<file path="config.mk">
export PLATFORM = sky130hd
export DESIGN_NAME = adc_lane_aligner
export DESIGN_NICKNAME = d
export VERILOG_FILES = /design/src/rtl/adc_lane_aligner.sv
export SDC_FILE = /design/constraint.sdc
export NUM_CORES = 1
export LEC_CHECK = 0
export ABC_AREA = 1
export CORE_MARGIN = 5
export CORE_UTILIZATION = 46
export DETAILED_ROUTE_END_ITERATION = 16
export DONT_BUFFER_PORTS = 1
export GPL_TIMING_DRIVEN = 0
export PLACE_DENSITY = 0.62
export SLEW_MARGIN = 25
export SYNTH_ARGS = -nofsm -noshare
export SYNTH_HDL_FRONTEND = slang
export SYNTH_SLANG_ARGS = --single-unit
</file>
<file path="constraint.sdc">
create_clock -name CLKDIV -period 1.7 [get_ports CLKDIV]
set_input_delay 0.255 -clock CLKDIV [delete_from_list [all_inputs] [get_ports CLKDIV]]
set_output_delay 0.255 -clock CLKDIV [all_outputs]
set_load 0.01 [all_outputs]
</file>
<file path="src/rtl/adc_lane_aligner.sv">
// Frame alignment and 2-lane sample assembly for multi-channel serial ADCs (CLKDIV domain).
// Drives bitslip until the frame word matches, holds lock, and re-trains when lock is lost.
module adc_lane_aligner #(
    parameter int               NUM_CH        = 3,
    parameter int               SER_W         = 8,
    parameter int               RES           = 14,
    parameter logic [SER_W-1:0] FRAME_PATTERN = 8'hF0,
    parameter int               SLIP_WAIT     = 4,
    parameter int               LOCK_COUNT    = 16,
    parameter int               MISS_LIMIT    = 4
) (
    input  logic                           CLKDIV,
    input  logic                           cpu_resetn,
    input  logic                           en,
    input  logic [SER_W-1:0]               fco_data,
    input  logic [NUM_CH*SER_W-1:0]        lane0_data,
    input  logic [NUM_CH*SER_W-1:0]        lane1_data,
    output logic                           bitslip,
    output logic                           locked,
    output logic                           align_err,
    output logic [$clog2(2*SER_W+1)-1:0]   slip_cnt,
    output logic [NUM_CH*RES-1:0]          sample_o,
    output logic                           sample_valid,
    output logic [15:0]                    frame_err_cnt
);

    localparam int SCW = $clog2(2*SER_W+1);
    localparam int WCW = $clog2(SLIP_WAIT+1);
    localparam int GCW = $clog2(LOCK_COUNT+1);
    localparam int MCW = $clog2(MISS_LIMIT+1);

    localparam logic [SCW-1:0] SLIP_MAX  = SCW'(2*SER_W);
    localparam logic [WCW-1:0] WAIT_LAST = WCW'(SLIP_WAIT-1);
    localparam logic [GCW-1:0] GOOD_LAST = GCW'(LOCK_COUNT-1);
    localparam logic [MCW-1:0] MISS_LAST = MCW'(MISS_LIMIT-1);

    typedef enum logic [2:0] {
        S_IDLE,
        S_WAIT,
        S_CHECK,
        S_SLIP,
        S_VERIFY,
        S_LOCKED,
        S_ERROR
    } state_t;

    state_t                state_q;
    logic                  bitslip_q;
    logic                  locked_q;
    logic                  align_err_q;
    logic [SCW-1:0]        slip_cnt_q;
    logic [WCW-1:0]        wait_cnt_q;
    logic [GCW-1:0]        good_cnt_q;
    logic [MCW-1:0]        miss_cnt_q;
    logic [15:0]           frame_err_cnt_q;
    logic [NUM_CH*RES-1:0] sample_d;
    logic [NUM_CH*RES-1:0] sample_q;
    logic                  frame_ok;

    assign frame_ok = (fco_data == FRAME_PATTERN);

    always_ff @(posedge CLKDIV or negedge cpu_resetn) begin
        if (!cpu_resetn) begin
            state_q         <= S_IDLE;
            bitslip_q       <= 1'b0;
            locked_q        <= 1'b0;
            align_err_q     <= 1'b0;
            slip_cnt_q      <= '0;
            wait_cnt_q      <= '0;
            good_cnt_q      <= '0;
            miss_cnt_q      <= '0;
            frame_err_cnt_q <= '0;
        end else if (!en) begin
            state_q     <= S_IDLE;
            bitslip_q   <= 1'b0;
            locked_q    <= 1'b0;
            align_err_q <= 1'b0;
            slip_cnt_q  <= '0;
            wait_cnt_q  <= '0;
            good_cnt_q  <= '0;
            miss_cnt_q  <= '0;
        end else begin
            bitslip_q <= 1'b0;
            case (state_q)
                S_IDLE: begin
                    state_q    <= S_WAIT;
                    wait_cnt_q <= '0;
                    slip_cnt_q <= '0;
                end
                S_WAIT: begin
                    if (wait_cnt_q == WAIT_LAST) state_q <= S_CHECK;
                    else                         wait_cnt_q <= wait_cnt_q + WCW'(1);
                end
                // The pulse is raised on entry so bitslip is high for exactly the SLIP cycle.
                S_CHECK, S_VERIFY: begin
                    if (!frame_ok) begin
                        if (slip_cnt_q == SLIP_MAX) begin
                            state_q     <= S_ERROR;
                            align_err_q <= 1'b1;
                        end else begin
                            state_q    <= S_SLIP;
                            bitslip_q  <= 1'b1;
                            slip_cnt_q <= slip_cnt_q + SCW'(1);
                        end
                    end else if (state_q == S_CHECK) begin
                        good_cnt_q <= GCW'(1);
                        miss_cnt_q <= '0;
                        if (LOCK_COUNT <= 1) begin
                            state_q  <= S_LOCKED;
                            locked_q <= 1'b1;
                        end else begin
                            state_q <= S_VERIFY;
                        end
                    end else begin
                        good_cnt_q <= good_cnt_q + GCW'(1);
                        if (good_cnt_q == GOOD_LAST) begin
                            state_q  <= S_LOCKED;
                            locked_q <= 1'b1;
                        end
                    end
                end
                S_SLIP: begin
                    state_q    <= S_WAIT;
                    wait_cnt_q <= '0;
                end
                S_LOCKED: begin
                    if (frame_ok) begin
                        miss_cnt_q <= '0;
                    end else begin
                        if (frame_err_cnt_q != '1) frame_err_cnt_q <= frame_err_cnt_q + 16'd1;
                        if (miss_cnt_q == MISS_LAST) begin
                            state_q    <= S_WAIT;
                            locked_q   <= 1'b0;
                            slip_cnt_q <= '0;
                            wait_cnt_q <= '0;
                            miss_cnt_q <= '0;
                        end else begin
                            miss_cnt_q <= miss_cnt_q + MCW'(1);
                        end
                    end
                end
                S_ERROR: begin
                    align_err_q <= 1'b1;
                end
                default: begin
                    state_q <= S_IDLE;
                end
            endcase
        end
    end

    // MSB-first interleave: lane1 bit k -> RES-1-2k, lane0 bit k -> RES-2-2k.
    always_comb begin
        sample_d = '0;
        for (int unsigned c = 0; c < NUM_CH; c++) begin
            for (int unsigned k = 0; k < RES/2; k++) begin
                sample_d[c*RES + RES-1-2*k] = lane1_data[c*SER_W + k];
                sample_d[c*RES + RES-2-2*k] = lane0_data[c*SER_W + k];
            end
        end
    end

    always_ff @(posedge CLKDIV or negedge cpu_resetn) begin
        if (!cpu_resetn) sample_q <= '0;
        else             sample_q <= sample_d;
    end

    logic unused_lane_bits;
    assign unused_lane_bits = ^{lane0_data, lane1_data};

    assign bitslip       = bitslip_q;
    assign locked        = locked_q;
    assign align_err     = align_err_q;
    assign slip_cnt      = slip_cnt_q;
    assign sample_o      = sample_q;
    assign sample_valid  = locked_q;
    assign frame_err_cnt = frame_err_cnt_q;

endmodule

</file>
==> metrics.txt <==
slowest CP cell dfrtp_2; commonest non-fill, non-tap cell in the layout nand2_1; CTS hold repair buffers 42; Area growth, synth to finish 22.7%; share of post-route cells with drive strength above 1 16.0%; register bit total from synthesis 80; P_leak 2.08 nW; synthesized area 0.00353 mm^2; vias in the first global route 2,620; final cycle utilization of the critical path 92.3%; Final Setup Violations 0; # port buffers 0; Iteration-0 DRC Markers 64; crit-path most repeated cell nand2_1; Fin Clk Skew 0.0108 ns; YS warnings 0; Sink Count 80; Tightest Pin Transition 0.371 ns; CP Capture Type flop; max incr delay on CP 0.47 ns; DRT antenna net count 0; Top Family by Delay on Critical Path simple AND/OR/NAND/NOR gates; antenna violations before repair 0; Req. time, crit path 1.95 ns; Routability Congestion 0.853; CTS tree done; Worst EP arrival 1.82 ns; worst-path fanout max 10; DRC errors left 0; Routed WL per cell 13.6 um; XOR/XNOR Fraction of Synth Area 4.46%; number of fill cells 660; Setup WS post-layout 0.131 ns; multiplexer share of the synthesized area 0%; Critical Path Source Type flop; Tmin final 1.57 ns; post-place setup slack -0.0750 ns; I/O pins 126; largest family of logic cells by synthesized area simple AND/OR/NAND/NOR gates; RSZ-0062 raised after global routing yes; number of flops mapped to enable cells by yosys 0; fin. max-slew vios 0; H-tree levels 3; compound-cell area share of the yosys netlist 6.41%; drt pass-1 iters 4; Die Width 97.6 um; Post-Route WL 7110 um; worst vdd ir 562 uV; Max Root-Sink Buffers 2; Avg Synthesized Cell Area 9.76 um^2; Post-CTS Setup Inserts 0; post-layout util 57.0%; max_slew headroom 75.3%; Clk pin slew, worst setup/hold paths 0.09 ns; area of the die 0.00953 mm^2; commonest non-fill, non-tap cells in the layout 97 x nand2_1, 76 x dfrtp_1, 42 x dlygate4sd3_1, 36 x inv_1, 28 x nor2_1; Syn Nets 429; Fin Hold WS -0.414 ns; WP buf/inv 1; row count 32; Synth async-reset ratio 100%; type of the most critical hold path input pin to asynchronous set/reset pin; library cells used by synthesis 37; gr usage total 16.0%; MaxCap Viol Count 0; status complete, but fails checks; first-pass GRT wire length 12,300 um; DIE HEIGHT 97.6 um; violated checks negative hold slack; Power Density 966 mW/mm^2; n_diodes 0; Num CTS Buffers 9; Post-synth top flop dfrtp_1; CORE AREA 0.00761 mm^2; Post-DP HPWL 5040 um; worst path cell trace ha_4, nand3_4, nor3_4, nand3_2, nor2b_4, buf_6, nand2_1, nand2_1; critical path class flop to flop; Root Driver clkbuf_8; gr ovfl total 0; max frequency 0.637 GHz; # nets final 482; largest net degree at the start of global routing 81; Seq/Total Area, Yosys 56.7%; Skew-Pair Late Insertion Delay 0.35 ns; Initial Utilization 46.4%; Avg Vias per Cell 4.81; DR vias 2,512; Fin. Hold Viols 80; Post-Synth Simple-Gate Area 23.7%; Post-Synth Adder-Cell Area 2.83%; Synth Instances 362
## worst register-to-register path: stages (launching register included)
cell     delay [ns]
dfrtp_2        0.47
ha_4           0.20
nand3_4        0.10
nor3_4         0.17
nand3_2        0.11
nor2b_4        0.16
buf_6          0.15
nand2_1        0.07
nand2_1        0.04
## power breakdown
group          internal, W  switching, W  leakage (nW)
logic             0.000226      0.000321          1.01
clock network     0.000739      0.000740         0.101
registers          0.00202      0.000134         0.967
total              0.00299       0.00119          2.08
## through the flow
stage / cell area, um^2 / instances / TNS [ns] / power [W] / hold WS [ns]
CTS: 4300 / 522 / 0 / 0.00422 / -0.430
detailed placement: 3660 / 464 / -0.597 / 0.00266 / -0.0366
global route: 4330 / 522 / -0.00688 / 0.00443 / -0.439
floorplan: 3530 / 362 / 0 / 0.00256 / -0.0406
finish: 4330 / 522 / 0 / 0.00418 / -0.414
global placement: 3660 / 464 / -0.719 / 0.00265 / -0.0369
## Yosys cell counts, types with 2 or more instances
cell | instances | area share (%)
o21ai_0 | 18 | 2.6
nand3_1 | 18 | 2.6
xor2_1 | 14 | 3.5
nand2_4 | 2 | 0.64
nand3_2 | 4 | 1.1
nor3_1 | 5 | 0.71
nor2_2 | 2 | 0.35
inv_1 | 36 | 3.8
o21ai_2 | 9 | 2.2
buf_6 | 2 | 0.64
nand4_1 | 3 | 0.53
inv_2 | 2 | 0.21
xnor2_1 | 4 | 0.99
nand2_2 | 9 | 1.6
o21a_1 | 2 | 0.42
ha_1 | 8 | 2.8
nand2_1 | 97 | 10
dfrtp_1 | 80 | 57
nor2_1 | 29 | 3.1
## worst paths after layout
kind | start | end | slack (ns) | depth (start not counted)
worst min-delay path | cpu_resetn | frame_err_cnt[14] | -0.41 | 0
worst max-delay path | frame_err_cnt[0] | frame_err_cnt[12] | 0.13 | 8
min in group CLKDIV | en | state_q[0] | 0.28 | 3
worst max register to register | frame_err_cnt[0] | frame_err_cnt[12] | 0.13 | 8
max in group asynchronous | cpu_resetn | sample_o[7] | 1.97 | 0
worst min register to register | wait_cnt_q[2] | wait_cnt_q[2] | 0.48 | 2
## final cells by class
type	count	area, um^2	area share [%]
Timing Repair Buffer	42	420	9.70
Clock buffer	10	138	3.18
Buffer	5	55.1	1.27
Sequential cell	80	2010	46.3
Clock inverter	6	73.8	1.70
Multi-Input combinational cell	237	1360	31.4
Tap cell	102	128	2.95
Inverter	40	153	3.52
## what timing repair did
item / in CTS / in global routing
setup endpoints to repair: 13 / 23
hold endpoints to repair: 122 / 80
pin swaps: 0 / 1
resized for setup: 3 / 8
## kinds of logic after synthesis
group,after synthesis
AO/OA/AOI/OAI,34
adder cells (fa/ha/maj),8
buffers and inverters,45
XOR/XNOR,18
flip-flops,80
AND/OR/NAND/NOR,177
## state kept, by name (all words and copies together), names as in the netlist
signal / cells
sample_o: 42
align_err: 1
good_cnt_q: 5
state_q: 3
wait_cnt_q: 3
miss_cnt_q: 3
frame_err_cnt: 16
locked: 1
bitslip: 1
slip_cnt: 5
## layer usage
layer	track usage [%]	part of all wire [%]	routed length, um
met1	18.3	40	2850
met4	3.51	0.55	39
met3	7.75	9.4	668
met5	0	0	0
met2	27.1	50	3550
(Power assumes the default switching activity.)
